[src/rtl/serial_subtractor.sv]
// Bit-serial subtractor: diff = A - B - bin, LSB first, one bit per clock through a registered borrow.
// Define SERIAL_SUB_OVF_EN to add the signed-overflow output ovf.
module serial_subtractor #(
    parameter int WIDTH = 8,
    parameter int CNT_W = $clog2(WIDTH)
) (
    input  logic             clk,
    input  logic             rst_n,
    input  logic             in_valid,
    output logic             in_ready,
    input  logic [WIDTH-1:0] a,
    input  logic [WIDTH-1:0] b,
    input  logic             bin,
    output logic             out_valid,
    input  logic             out_ready,
    output logic [WIDTH-1:0] diff,
    output logic             bout,
    output logic             busy
`ifdef SERIAL_SUB_OVF_EN
    ,
    output logic             ovf
`endif
);

    typedef enum logic [1:0] {
        S_IDLE = 2'd0,
        S_RUN  = 2'd1,
        S_DONE = 2'd2
    } state_t;

    localparam logic [CNT_W-1:0] LAST_BIT = CNT_W'(WIDTH - 1);

    // One-bit full subtractor cell, returns {borrow_out, difference}.
    function automatic logic [1:0] sub_cell(input logic ai, input logic bi, input logic br);
        sub_cell = {(~ai & bi) | (~(ai ^ bi) & br), ai ^ bi ^ br};
    endfunction

    state_t           r_state;
    logic [WIDTH-1:0] r_a;
    logic [WIDTH-1:0] r_b;
    logic [WIDTH-1:0] r_diff;
    logic [CNT_W-1:0] r_cnt;
    logic             r_br;
    logic             r_bout;
    logic             r_out_valid;
    logic             r_in_ready;
    logic             r_busy;
    logic [1:0]       w_cell;
    logic             w_d;
    logic             w_br_next;
`ifdef SERIAL_SUB_OVF_EN
    logic             r_ovf;
`endif

    assign w_cell    = sub_cell(r_a[0], r_b[0], r_br);
    assign w_d       = w_cell[0];
    assign w_br_next = w_cell[1];

    assign in_ready  = r_in_ready;
    assign out_valid = r_out_valid;
    assign diff      = r_diff;
    assign bout      = r_bout;
    assign busy      = r_busy;
`ifdef SERIAL_SUB_OVF_EN
    assign ovf       = r_ovf;
`endif

    // Control FSM, operand shifters, borrow chain and registered outputs.
    always_ff @(posedge clk) begin
        if (!rst_n) begin
            r_state     <= S_IDLE;
            r_a         <= {WIDTH{1'b0}};
            r_b         <= {WIDTH{1'b0}};
            r_diff      <= {WIDTH{1'b0}};
            r_cnt       <= {CNT_W{1'b0}};
            r_br        <= 1'b0;
            r_bout      <= 1'b0;
            r_out_valid <= 1'b0;
            r_in_ready  <= 1'b0;
            r_busy      <= 1'b0;
`ifdef SERIAL_SUB_OVF_EN
            r_ovf       <= 1'b0;
`endif
        end else begin
            case (r_state)
                S_IDLE: begin
                    if (in_valid && r_in_ready) begin
                        r_a        <= a;
                        r_b        <= b;
                        r_br       <= bin;
                        r_cnt      <= {CNT_W{1'b0}};
                        r_diff     <= {WIDTH{1'b0}};
                        r_bout     <= 1'b0;
`ifdef SERIAL_SUB_OVF_EN
                        r_ovf      <= 1'b0;
`endif
                        r_in_ready <= 1'b0;
                        r_busy     <= 1'b1;
                        r_state    <= S_RUN;
                    end else begin
                        r_in_ready <= 1'b1;
                    end
                end
                S_RUN: begin
                    r_a    <= {1'b0, r_a[WIDTH-1:1]};
                    r_b    <= {1'b0, r_b[WIDTH-1:1]};
                    r_diff <= {w_d, r_diff[WIDTH-1:1]};
                    r_br   <= w_br_next;
                    if (r_cnt == LAST_BIT) begin
                        // Shifter LSBs now hold the original operand MSBs.
                        r_cnt       <= {CNT_W{1'b0}};
                        r_bout      <= w_br_next;
`ifdef SERIAL_SUB_OVF_EN
                        r_ovf       <= (r_a[0] ^ r_b[0]) & (r_a[0] ^ w_d);
`endif
                        r_out_valid <= 1'b1;
                        r_busy      <= 1'b0;
                        r_state     <= S_DONE;
                    end else begin
                        r_cnt <= r_cnt + CNT_W'(1);
                    end
                end
                S_DONE: begin
                    if (out_ready) begin
                        r_out_valid <= 1'b0;
                        r_in_ready  <= 1'b1;
                        r_state     <= S_IDLE;
                    end else begin
                        r_out_valid <= 1'b1;
                    end
                end
                default: begin
                    r_state     <= S_IDLE;
                    r_out_valid <= 1'b0;
                    r_in_ready  <= 1'b0;
                    r_busy      <= 1'b0;
                end
            endcase
        end
    end

endmodule

[config.mk]
export PLATFORM = sky130hd
export DESIGN_NAME = serial_subtractor
export DESIGN_NICKNAME = d
export VERILOG_FILES = /design/src/rtl/serial_subtractor.sv
export SDC_FILE = /design/constraint.sdc
export NUM_CORES = 1
export LEC_CHECK = 0
export CAP_MARGIN = 20
export CELL_PAD_IN_SITES_DETAIL_PLACEMENT = 0
export CELL_PAD_IN_SITES_GLOBAL_PLACEMENT = 2
export CORE_MARGIN = 2
export CORE_UTILIZATION = 31
export CTS_CLUSTER_DIAMETER = 80
export DETAILED_ROUTE_END_ITERATION = 10
export GPL_TIMING_DRIVEN = 0
export PLACE_DENSITY = 0.79
export SKIP_LAST_GASP = 1
export SYNTH_ARGS = -nofsm -noshare
export SYNTH_HDL_FRONTEND = slang
export SYNTH_SLANG_ARGS = --single-unit
export TNS_END_PERCENT = 5
[constraint.sdc]
create_clock -name clk -period 1.9 [get_ports clk]
set_input_delay 0.285 -clock clk [delete_from_list [all_inputs] [get_ports clk]]
set_output_delay 0.285 -clock clk [all_outputs]
set_load 0.01 [all_outputs]
* Yosys cells after proc, flatten, opt, wreduce, memory -nomap -nowiden
Index checks and enable logic that the tools add are counted.
Word-level totals: register bits after elaboration 34, latch bits 0, memory bits (writable) 0, memory bits (read-only) 0, output and inout bits 12, word-level logic and storage cells 63, memories kept 0
Cells by class: add/subtract/negate cells 1, multipliers 0, divide/modulo/power cells 0, $lt $le $gt $ge 0, equal/unequal tests 6, shifts and indexed selects 0, muxes and demuxes 27, bitwise logic cells 10, reduce and logical (&&, ||, !) cells 9
Operators by type and width (count):
- 8-bit case mux with 2 select lines | 3
- 8-bit 2-to-1 mux | 3
- 1-bit 2-to-1 mux | 9
- 1-bit case mux with 3 select lines | 3
- 3-bit AND reduction | 3
- 2-bit 2-to-1 mux | 3
- 3-bit 2-to-1 mux | 2
- 2-bit != test, second input constant | 3
- 2-bit case mux with 3 select lines | 1
- 3-bit case mux with 2 select lines | 1
- 2-bit AND reduction | 3
- 1-bit NOT | 5
- 1-bit case mux with 2 select lines | 2
- 3-bit by 1-bit adder with 3-bit output, second input constant | 1
- 3-bit equality test, second input constant | 1
- 1-bit bitwise AND | 2
- 2-bit by 1-bit equality test with 1-bit output, second input constant | 1
- 2-bit equality test, second input constant | 1
- 2-bit zero test | 1
- 2-bit nonzero test | 1
- 1-bit bitwise XOR | 2
- 1-bit logical AND | 1
- 1-bit OR | 1

* Logic depth before layout (Yosys ltp)
Gate-level depths: netlist of the first run.
depth in word-level cells 6, mapped depth 8

* Worst setup path after synthesis of the first run
No wires, ideal clock.
path type register to register, start register r_state[1], end register r_a[0], data arrival time 1.337 ns, required time 1.760 ns, path slack 0.423 ns, cell stages (with the launch flop) 8, period minus slack after synthesis 1.477 ns, cell sequence dfxtp_1 inv_1 ha_1 buf_4 and2b_1 buf_2 nor3_1 a211oi_2
Between the ends: cells in the longest elaborated chain, start to end 3, elaborated cells between the ends (all ways) 6, those cells by class 2 x eq/ne; 1 x mux; 3 x reduce/logical
Ends and longest elaborated chain:
- start: declaration | RTL line 38 | state_t r_state;
- start signal: assignment | RTL line 71 | r_state <= S_IDLE;
- start signal: assignment | RTL line 99 | r_state <= S_RUN;
- start signal: assignment | RTL line 118 | r_state <= S_DONE;
- 2-bit by 1-bit equality test with 1-bit output or 2-bit zero test (tied branches) | RTL line 85 | case (r_state)
- 2-bit nonzero test (no line) or 2-bit != test (tied branches)
- 2-bit AND reduction (no line)
- end signal: assignment | RTL line 72 | r_a <= {WIDTH{1'b0}};
- end signal: assignment | RTL line 105 | r_a <= {1'b0, r_a[WIDTH-1:1]};
- end: declaration | RTL line 39 | logic [WIDTH-1:0] r_a;
Parallel ways exist; a longest one is shown, timed or not. A chain may end at the register's enable or synchronous reset.

* Final worst setup path of the first run
start register r_state[0], end register r_br
Between the ends: cells in the longest elaborated chain, start to end 3, elaborated cells between the ends (all ways) 6, those cells by class 2 x eq/ne; 1 x mux; 3 x reduce/logical
Ends and longest elaborated chain:
- 2-bit by 1-bit equality test with 1-bit output or 2-bit zero test (tied branches) | RTL line 85
- 2-bit nonzero test (no line) or 2-bit != test (tied branches)
- 2-bit AND reduction (no line)
- end signal: assignment | RTL line 90 | r_br <= bin;
- end signal: assignment | RTL line 108 | r_br <= w_br_next;
- end: declaration | RTL line 43 | logic r_br;
Parallel ways exist; a longest one is shown, timed or not.

==> reports/qor.yml, run 1 <==
route:
  wl_per_cell_um: 14.8
  ant_nets: 0
  drc_errors: 0
  drt-pass1-iter-count: 4
  dr_total_vias: 1482
  drt_iter0_markers: 53
  via_per_inst: 5.15
  drt_wl_total_um: 4270
clock_tree:
  clk_pin_slew_ns: 0.07
  clk_latency_ns: 0.29
  cts_tree: "yes"
  cts_root_buf: "clkbuf_8"
  h-tree-depth: 2
  clock_path_buffers: 2
  cts_resized: 0
  cts_sinks: 34
  cts_hold_buf: 0
  cts_setup_buffers: 0
  cts_buffers: 5
floorplanning:
  core_area_um2: 5170
  die_w_um: 77.5
  dieArea_um2: 6010
  rows: 26
  start_util: 0.324
  die_h_um: 77.5
  ioPinCount: 33
logic_synthesis:
  yosysTopAreaCellShare: 0.406
  ys.warnings.count: 0
  synthFlopType: "dfxtp_1"
  yosysUniqueCellTypes: 36
  syn_area_um2: 1680
  synth_fp_nets: 206
  postSynthAreaPerCell_um2: 9.42
  async_reset_ff_frac: 0
  yosysTopAreaCell: "dfxtp_1"
  yosysSeqAreaShare: 0.406
  synth_seq_cells: 34
  synthTopCellsByArea: "dfxtp_1 (41%), mux2i_1 (8.4%), nand3_1 (7.8%)"
  syn_inst: 178
  synth_edf_count: 0
grt:
  grt_usage: 0.147
  grt_pass1_wl_um: 7070
  antenna_found_initial: 0
  grt_pass1_vias: 1471
  grt_max_degree: 12
  grt_remaining_overflow: 0
timing:
  hold_viol_final: 0
  fmax_mhz: 578
  slew_violations: 0
  tightest_slew_ns: 0.598
  fin_crit_sh: 0.911
  timing.hold.ws_ns: 0.477
  min_period_ns: 1.73
  rsz0062_at_grt: "true"
  setup_viol: 0
  skew_ns: 0.00438
  maxSlewHeadroom: 0.602
placement:
  gp_congestion: 0.759
  dp_hpwl_um: 2980
  io_buffers: 32
run:
  drv_cap: 0
power:
  total_power_mw: 2.75
  ir_worst_vdd_mv: 0.685
  p_leak_nw: 0.770
  pwr_density_cell_nw_per_um2: 1250
layout:
  diodes: 0
  drive_gt1_frac: 0.138
  nets: 245
  syn_to_final_growth_pct: 31.1
  layout_common_cells: "dfxtp_1 (34), clkdlybuf4s50_1 (32), nand3_1 (25)"
  postLayoutCoreUtil: 0.425
  final_common_cell: "dfxtp_1"
setup_path:
  start_kind: "flip-flop"
  criticalPathCategory: "flip-flop to flip-flop"
  reg2reg_setup_slack_ns: 0.17
  reg2regPathDepth: 6
  cp-end-kind: "flip-flop"
  cp.arrival_ns: 1.95
  worstPathRequired_ns: 2.12
  cp_max_fo: 10
worst_hold_path:
  min_path_type: "flip-flop to flip-flop"
  holdPathStages: 2
status:
  status: "finished, final reports clean"
synth_stat cells, types with 2 or more instances:
| cell type | instances |
|---|---|
| a211oi_1 | 5 |
| a211oi_2 | 9 |
| a21oi_1 | 15 |
| buf_2 | 3 |
| buf_4 | 5 |
| clkbuf_1 | 6 |
| dfxtp_1 | 34 |
| ha_1 | 6 |
| inv_1 | 7 |
| mux2i_1 | 14 |
| nand2_1 | 4 |
| nand2b_1 | 2 |
| nand3_1 | 26 |
| nand3b_1 | 2 |
| nor2b_1 | 3 |
| nor3_1 | 15 |
| o21ai_0 | 2 |
| o311a_1 | 2 |
critical path, stage by stage (launching register included):
cell and delay, ns:
dfxtp_1 0.36, inv_1 0.09, ha_1 0.29, and2b_1 0.34, buf_2 0.26, o221ai_1 0.15
a21oi_1 0.16
area by class of cell:
| class | count | area [um2] |
|---|---|---|
| well taps | 70 | 87.6 |
| clock buffers | 5 | 68.8 |
| inverters | 7 | 26.3 |
| multi-input cells | 122 | 892 |
| plain buffers | 15 | 82.6 |
| fillers | 527 | 2970 |
| flip-flops and latches | 34 | 681 |
| repair buffers | 32 | 320 |
| clock inverters | 3 | 40.0 |
final timing paths:
kind,from,end
setup / recovery,r_state[0],r_br
hold / removal,r_a[7],r_a[7]
setup reg to reg,r_state[0],r_br
hold reg to reg,r_a[7],r_a[7]
where the power goes:
part           switching [mW]  leakage (nW)  internal [mW]
clock                   0.274        0.0579          0.386
sequential             0.0942         0.277          0.852
combinational           0.649         0.435          0.498
total                    1.02         0.770           1.74
state kept, by name, summed over array words and instances, names as in the netlist:
name / count
diff: 8
bout: 1
in_ready: 1
r_a: 8
r_br: 1
out_valid: 1
r_b: 8
busy: 1
r_state: 2
r_cnt: 3
metal layers:
metal | share of wire | track usage | vias up
li1 | - | - | 738
met1 | 0.48 | 0.191 | 697
met2 | 0.46 | 0.230 | 39
met3 | 0.045 | 0.0395 | 8
met4 | 0.014 | 0.0571 | 0
met5 | 0 | 0 | -
metrics by stage:
| stage | instances | area, um2 | worst slack, ns | TNS (ns) |
|---|---|---|---|---|
| 3_3_place_gp | 280 | 2080 | 0.0227 | 0 |
| 3_5_place_dp | 280 | 2080 | -0.000944 | -0.000944 |
| 6_report | 288 | 2200 | 0.170 | 0 |
| 4_1_cts | 288 | 2190 | 0.131 | 0 |
| 5_1_grt | 288 | 2200 | 0.00669 | 0 |
| 2_1_floorplan | 178 | 1680 | 0.423 | 0 |
kinds of logic after synthesis:
logic type,count (synthesis),share of synthesized area
DFF,34,0.406
muxes,14,0.0836
buffers and inverters,22,0.0649
AOI/OAI and AO/OA,44,0.208
adders and majority gates,7,0.0567
and+or+nand+nor,57,0.181
No activity file was read; power rests on OpenSTA's default activity.
==> run 2: changes to the inputs <==
--- a/config.mk
+++ b/config.mk
@@ -11,6 +11,7 @@
 export CORE_MARGIN = 2
 export CORE_UTILIZATION = 31
 export CTS_CLUSTER_DIAMETER = 80
+export CTS_CLUSTER_SIZE = 40
 export DETAILED_ROUTE_END_ITERATION = 10
 export GPL_TIMING_DRIVEN = 0
 export PLACE_DENSITY = 0.79
==> results of run 2 <==
No change in the layout: final DEF, timing and power equal those of run 1.
